`src/rtl/conv_encoder_tx.sv`:
```
// conv_encoder_tx
// Rate-1/2 zero-terminated convolutional encoder (K=9, 256-state trellis).
// A frame of FRAME_LEN information bits is accepted over a valid/ready
// stream and is followed by K-1 zero tail bits that drive the trellis back
// to state 0. Each encoded bit produces one {c1,c0} symbol in a registered
// output slot with valid/ready flow control.
//
// Ports:
//   Clock      rising-edge clock
//   Reset      asynchronous, active-high reset
//   Start      one-cycle pulse, begins a frame when idle
//   InValid    InBit is valid
//   InBit      information bit
//   InReady    encoder accepts InBit this cycle
//   OutValid   OutSymbol is valid
//   OutSymbol  {c1,c0} code symbol
//   OutReady   sink accepts OutSymbol this cycle
//   OutLast    marks the final tail symbol of the frame
//   Busy       frame in progress or output slot still occupied
//   EncState   encoder shift register after the most recent encode
module conv_encoder_tx #(
  parameter int             K         = 9,
  parameter logic [K-1:0]   G0        = 9'o561,
  parameter logic [K-1:0]   G1        = 9'o753,
  parameter int             FRAME_LEN = 1024,
  parameter int             CNT_W     = 16
) (
  input  logic           Clock,
  input  logic           Reset,
  input  logic           Start,
  input  logic           InValid,
  input  logic           InBit,
  output logic           InReady,
  output logic           OutValid,
  output logic [1:0]     OutSymbol,
  input  logic           OutReady,
  output logic           OutLast,
  output logic           Busy,
  output logic [K-2:0]   EncState
);

  typedef enum logic [1:0] {
    IDLE = 2'd0,
    DATA = 2'd1,
    TAIL = 2'd2
  } state_t;

  state_t             state_q;
  state_t             state_d;
  logic [CNT_W-1:0]   cnt_q;
  logic [K-2:0]       enc_state_q;
  logic               out_valid_q;
  logic [1:0]         out_symbol_q;
  logic               out_last_q;

  logic               slot_free;
  logic               encode;
  logic               enc_bit;
  logic               start_frame;
  logic               in_ready;
  logic               last_data;
  logic               last_tail;
  logic [K-1:0]       vec;
  logic [1:0]         symbol;

  // The output slot can take a new symbol when it is empty or being drained
  // in this very cycle.
  assign slot_free = ~out_valid_q | OutReady;

  assign last_data = (cnt_q == CNT_W'(FRAME_LEN - 1));
  assign last_tail = (cnt_q == CNT_W'(K - 2));

  // Newest bit sits at the MSB so the generator's bit K-1 taps it.
  assign vec    = {enc_bit, enc_state_q};
  assign symbol = {^(vec & G1), ^(vec & G0)};

  // Next-state and handshake decode. Start is only honoured in IDLE; the
  // tail phase ignores the input stream and encodes zeros whenever the
  // output slot frees up.
  always_comb begin
    state_d     = state_q;
    in_ready    = 1'b0;
    encode      = 1'b0;
    enc_bit     = 1'b0;
    start_frame = 1'b0;
    case (state_q)
      IDLE: begin
        if (Start) begin
          start_frame = 1'b1;
          state_d     = DATA;
        end
      end
      DATA: begin
        in_ready = slot_free;
        if (InValid && slot_free) begin
          encode  = 1'b1;
          enc_bit = InBit;
          if (last_data) begin
            state_d = TAIL;
          end
        end
      end
      TAIL: begin
        if (slot_free) begin
          encode = 1'b1;
          if (last_tail) begin
            state_d = IDLE;
          end
        end
      end
      default: begin
        state_d = IDLE;
      end
    endcase
  end

  // State register.
  always_ff @(posedge Clock or posedge Reset) begin
    if (Reset) begin
      state_q <= IDLE;
    end else begin
      state_q <= state_d;
    end
  end

  // Bit counter: counts data bits, then restarts to count tail bits.
  always_ff @(posedge Clock or posedge Reset) begin
    if (Reset) begin
      cnt_q <= '0;
    end else if (start_frame) begin
      cnt_q <= '0;
    end else if (encode) begin
      if ((state_q == DATA && last_data) || (state_q == TAIL && last_tail)) begin
        cnt_q <= '0;
      end else begin
        cnt_q <= cnt_q + 1'b1;
      end
    end
  end

  // Encoder shift register; it only moves on an encode, so it stays put
  // while the output slot is stalled.
  always_ff @(posedge Clock or posedge Reset) begin
    if (Reset) begin
      enc_state_q <= '0;
    end else if (start_frame) begin
      enc_state_q <= '0;
    end else if (encode) begin
      enc_state_q <= vec[K-1:1];
    end
  end

  // Output slot. A new encode overrides a simultaneous drain so back-to-back
  // symbols flow at one per cycle; OutLast travels with its own symbol only.
  always_ff @(posedge Clock or posedge Reset) begin
    if (Reset) begin
      out_valid_q  <= 1'b0;
      out_symbol_q <= 2'b00;
      out_last_q   <= 1'b0;
    end else if (encode) begin
      out_valid_q  <= 1'b1;
      out_symbol_q <= symbol;
      out_last_q   <= (state_q == TAIL) && last_tail;
    end else if (OutReady) begin
      out_valid_q  <= 1'b0;
      out_last_q   <= 1'b0;
    end
  end

  assign InReady   = in_ready;
  assign OutValid  = out_valid_q;
  assign OutSymbol = out_symbol_q;
  assign OutLast   = out_last_q;
  assign EncState  = enc_state_q;
  assign Busy      = (state_q != IDLE) | out_valid_q;

endmodule

```
`config.mk`:
```
export PLATFORM = sky130hd
export DESIGN_NAME = conv_encoder_tx
export DESIGN_NICKNAME = d
export VERILOG_FILES = /design/src/rtl/conv_encoder_tx.sv
export SDC_FILE = /design/constraint.sdc
export NUM_CORES = 1
export LEC_CHECK = 0
export ABC_AREA = 1
export CAP_MARGIN = 0
export CORE_UTILIZATION = 30
export DETAILED_ROUTE_END_ITERATION = 6
export GPL_ROUTABILITY_DRIVEN = 1
export PLACE_DENSITY_LB_ADDON = 0.2
export SYNTH_ARGS = -nofsm -noshare
export SYNTH_HDL_FRONTEND = slang
export SYNTH_SLANG_ARGS = --single-unit
```
`constraint.sdc`:
```
create_clock -name Clock -period 1.7 [get_ports Clock]
set_clock_uncertainty 0.1 [all_clocks]
set_input_delay 0.34 -clock Clock [delete_from_list [all_inputs] [get_ports Clock]]
set_output_delay 0.34 -clock Clock [all_outputs]
set_load 0.02 [all_outputs]
```
==> metrics.md <==
| Metric | Value |
|---|---|
| Chip width | between 80 and 90 um |
| Final Hold Viols | 0 |
| 1st-pass router iterations | 4 |
| Routed wire per std cell | between 10 and 15 um |
| Nets | approximately 340 |
| Outcome | complete, no violations |
| Async S/R FF share, synth | 1.00 |
| Yosys warnings | 0 |
| Filler cells | 693 |
| Clock root cell | clkbuf_8 |
| VDD IR max | roughly 710 uV |
| Startpoint Class | flip-flop |
| Count leader, synth | nand2_1 |
| Clock Power Share | 0.157 |
| Longest Clk Path Bufs | 2 |
| Fin area | roughly 2700 um^2 |
| I/O Buffers | 19 |
| Clock sinks | 30 |
| Crit path max-delay cell type | dfrtp_1 |
| Logic pwr share | 0.568 |
| Global-route wire length before repair | between 8000 and 9000 um |
| Setup TNS Final | 0 ns |
| Worst-margin pin slew | 0.343 ns |
| Syn_nets | slightly below 300 |
| Layout area overhead | 37.4% |
| Avg Inst Size Synth | ~6.8 um^2 |
| Placement Cell Area | between 2000 and 2500 um^2 |
| CP top delay family | simple AND/OR/NAND/NOR gates |
| Final WL | between 5000 and 6000 um |
| Final Cycle Share | 0.986 |
| RSZ-0062 raised after global routing | true |
| Starting DRT DRC Count | ~110 |
| Clock tree from TritonCTS | done |
| # diodes | 0 |
| Cts bufs inserted | 5 |
| Post-route insts no fill | ~400 |
| Internal power | between 2000 and 2500 uW |
| Count of cell types in the netlist | 25 |
| CP max stage delay | between 0.4 and 0.5 ns |
| Synth top cells by count | 77 x nand2_1, 36 x inv_1, 36 x nand3_1 |
| Grt ovf | 0 |
| CP Data Required Time | approximately 1.8 ns |
| Arr. time, crit path | 1.75 ns |
| Minimum clock period | about 1.7 ns |
| Largest net degree at the start of global routing | 31 |
| Clock slew at reported path FFs | approximately 0.070 ns |
| Register area share after synthesis | 0.384 |
| Total net switching power | about 1700 uW |
| Area of the core | 6310 um^2 |
| Switch share | 0.431 |
| H-tree levels | 2 |
| Initial core utilization | 0.310 |
| Max_slew headroom | 0.770 |
| Post-Place Cells | between 300 and 400 |
| Top-area cell type share of the netlist area | 0.384 |
| Tot GR Track Use | 0.170 |
| Setup Viol. Count Final | 0 |
| Initial antenna violation count | 0 |
| Worst flop-to-flop path startpoint | state_q[0] |
| Power per cell area | 1430 nW/um^2 |
| Min-delay worst type | input port to asynchronous set/reset pin |
| P_leak | 0.00140 uW |
| Pwr Total | around 3900 uW |
| DR vias | just under 2,000 |
| GP Congestion | approximately 0.82 |
| Cells after Synth | 286 |
| Launch point of the worst path | state_q[0] |
| Crit-path cells | buf_6 > ha_4 > buf_6 > nand3_4 > nand2_4 > nand2_4 > nand2_8 > buf_4 > nand3_1 > nand2_2 |
| Hpwl dp | ~3500 um |
| Hold-fix buffer count after cts | 0 |
| Yosys reg bits | 30 |
| Die Footprint | 6840 um^2 |
| Worst-Skew Late Latency | between 0.2 and 0.3 ns |
| Ports | 20 |
| Part of the power in registers | 0.275 |
| Largest area contributor in the netlist | dfrtp_1 |
| DRC viols | 0 |
| Via density | about 4.7 |
| Kind of end point of the critical path | flip-flop |
| DRT antenna net count | 0 |
| Vias in the first global route | 1,820 |
| WS Path Type | flip-flop to flip-flop |
| R2R Setup Slk | ~0.024 ns |
| Std-Cell Rows | 29 |
| Ranking of synthesized cells by area | dfrtp_1 38%, nand2_1 15%, nand3_1 9.2% |
| Most used DFF post-synth | dfrtp_1 |
| Max-cap violations | 0 |
| Post-synth EDFFs | 0 |
| Die Y | around 83 um |
| CP max FO | 8 |
| Peak Freq | about 600 MHz |
| Share of cells above drive strength 1 | 0.220 |
| Buf+Inv Stages, Crit Path | 3 |
| Fin. max-slew vios | 0 |
| Synthesized cell area | slightly below 2000 um^2 |
==> path summary, 6_finish.rpt <==
| kind | cells past startpoint | to |
|---|---|---|
| max reg2reg | 10 | cnt_q[10] |
| min | 3 | cnt_q[7] |
| min reg2reg | 2 | OutSymbol[0] |
| max | 10 | cnt_q[10] |
| max in group asynchronous | 3 | cnt_q[6] |
| min in group Clock | 2 | OutSymbol[0] |
==> through the flow <==
| stage | utilization | setup WS [ns] | hold WS, ns |
|---|---|---|---|
| 2_1_floorplan | - | 0.169 | 0.331 |
| 3_3_place_gp | 0.381 | -0.360 | 0.367 |
| 3_5_place_dp | 0.381 | -0.372 | 0.373 |
| 4_1_cts | 0.394 | 0.000328 | 0.293 |
| 5_1_grt | 0.425 | -0.0780 | 0.319 |
| 6_report | 0.425 | 0.0241 | 0.298 |
==> metal layers <==
layer / part of all wire / up-vias / GRT usage
met3: 0.031 / 11 / 0.0330
met2: 0.45 / 42 / 0.269
met4: 0.020 / 0 / 0.0655
met1: 0.50 / 878 / 0.226
li1: - / 1003 / -
met5: 0 / - / 0
==> layout make-up <==
class | instances | area, um^2 | share of cell area
clock buffers | 7 | 86.3 | 0.0322
clock inverters | 1 | 5.00 | 0.00186
inverters | 40 | 154 | 0.0573
multi-input cells | 210 | 1110 | 0.415
flip-flops and latches | 30 | 751 | 0.280
well taps | 77 | 96.3 | 0.0359
repair buffers | 44 | 478 | 0.178
==> registers in the layout, indices dropped and copies added, names as in the netlist <==
name       count
OutSymbol      2
cnt_q         16
state_q        2
OutValid       1
OutLast        1
EncState       8
==> power groups by stage <==
| stage | sequential [uW] | clock (uW) | combinational, uW |
|---|---|---|---|
| 6_report | 1060 | 606 | 2190 |
| 4_1_cts | 1050 | 631 | 1850 |
| 2_1_floorplan | 1140 | 0 | 1010 |
| 5_1_grt | 1090 | 660 | 2420 |
| 3_3_place_gp | 1060 | 0 | 1890 |
| 3_5_place_dp | 1060 | 0 | 1900 |
==> kinds of logic (layout without fill, tap and decap cells) <==
group,after synthesis,after routing,share of synthesized area
and+or+nand+nor,176,176,0.403
adders and majority gates,5,5,0.0320
buffers and inverters,46,92,0.0960
DFF,30,30,0.384
xor gates and xnor gates,5,5,0.0224
AOI/OAI and AO/OA,24,24,0.0627
==> repair_timing <==
item / 4_1_cts / 5_1_grt
cloned: 0 / 2
endpoints found under the hold margin: 0 / 0
pin swaps: 0 / 18
gates resized for setup: 20 / 44
buffers inserted: 0 / 4
endpoints found under the setup margin: 24 / 30
==> worst register-to-register path, stage by stage, from the launching register on <==
cell,delay [ns]
dfrtp_1,0.41
buf_6,0.14
ha_4,0.15
buf_6,0.11
nand3_4,0.07
nand2_4,0.06
nand2_4,0.10
nand2_8,0.08
buf_4,0.18
nand3_1,0.10
nand2_2,0.05
==> cells in the final DEF, fill, tap and decap left out, drive strengths merged <==
master,synthesis,layout
clkinv,1,1
o21bai,1,1
dlymetal6s2s,0,4
nor2,40,40
clkinvlp,0,1
a21oi,4,4
xor2,2,2
nand3,37,37
inv,39,39
clkbuf,0,9
o21ai,19,19
nand4,13,13
clkdlybuf4s50,0,4
dlygate4sd2,0,9
ha,5,5
buf,6,25
nand2,84,84
dfrtp,30,30
xnor2,3,3
nor3,2,2
Power figures use the tool's default switching activity.
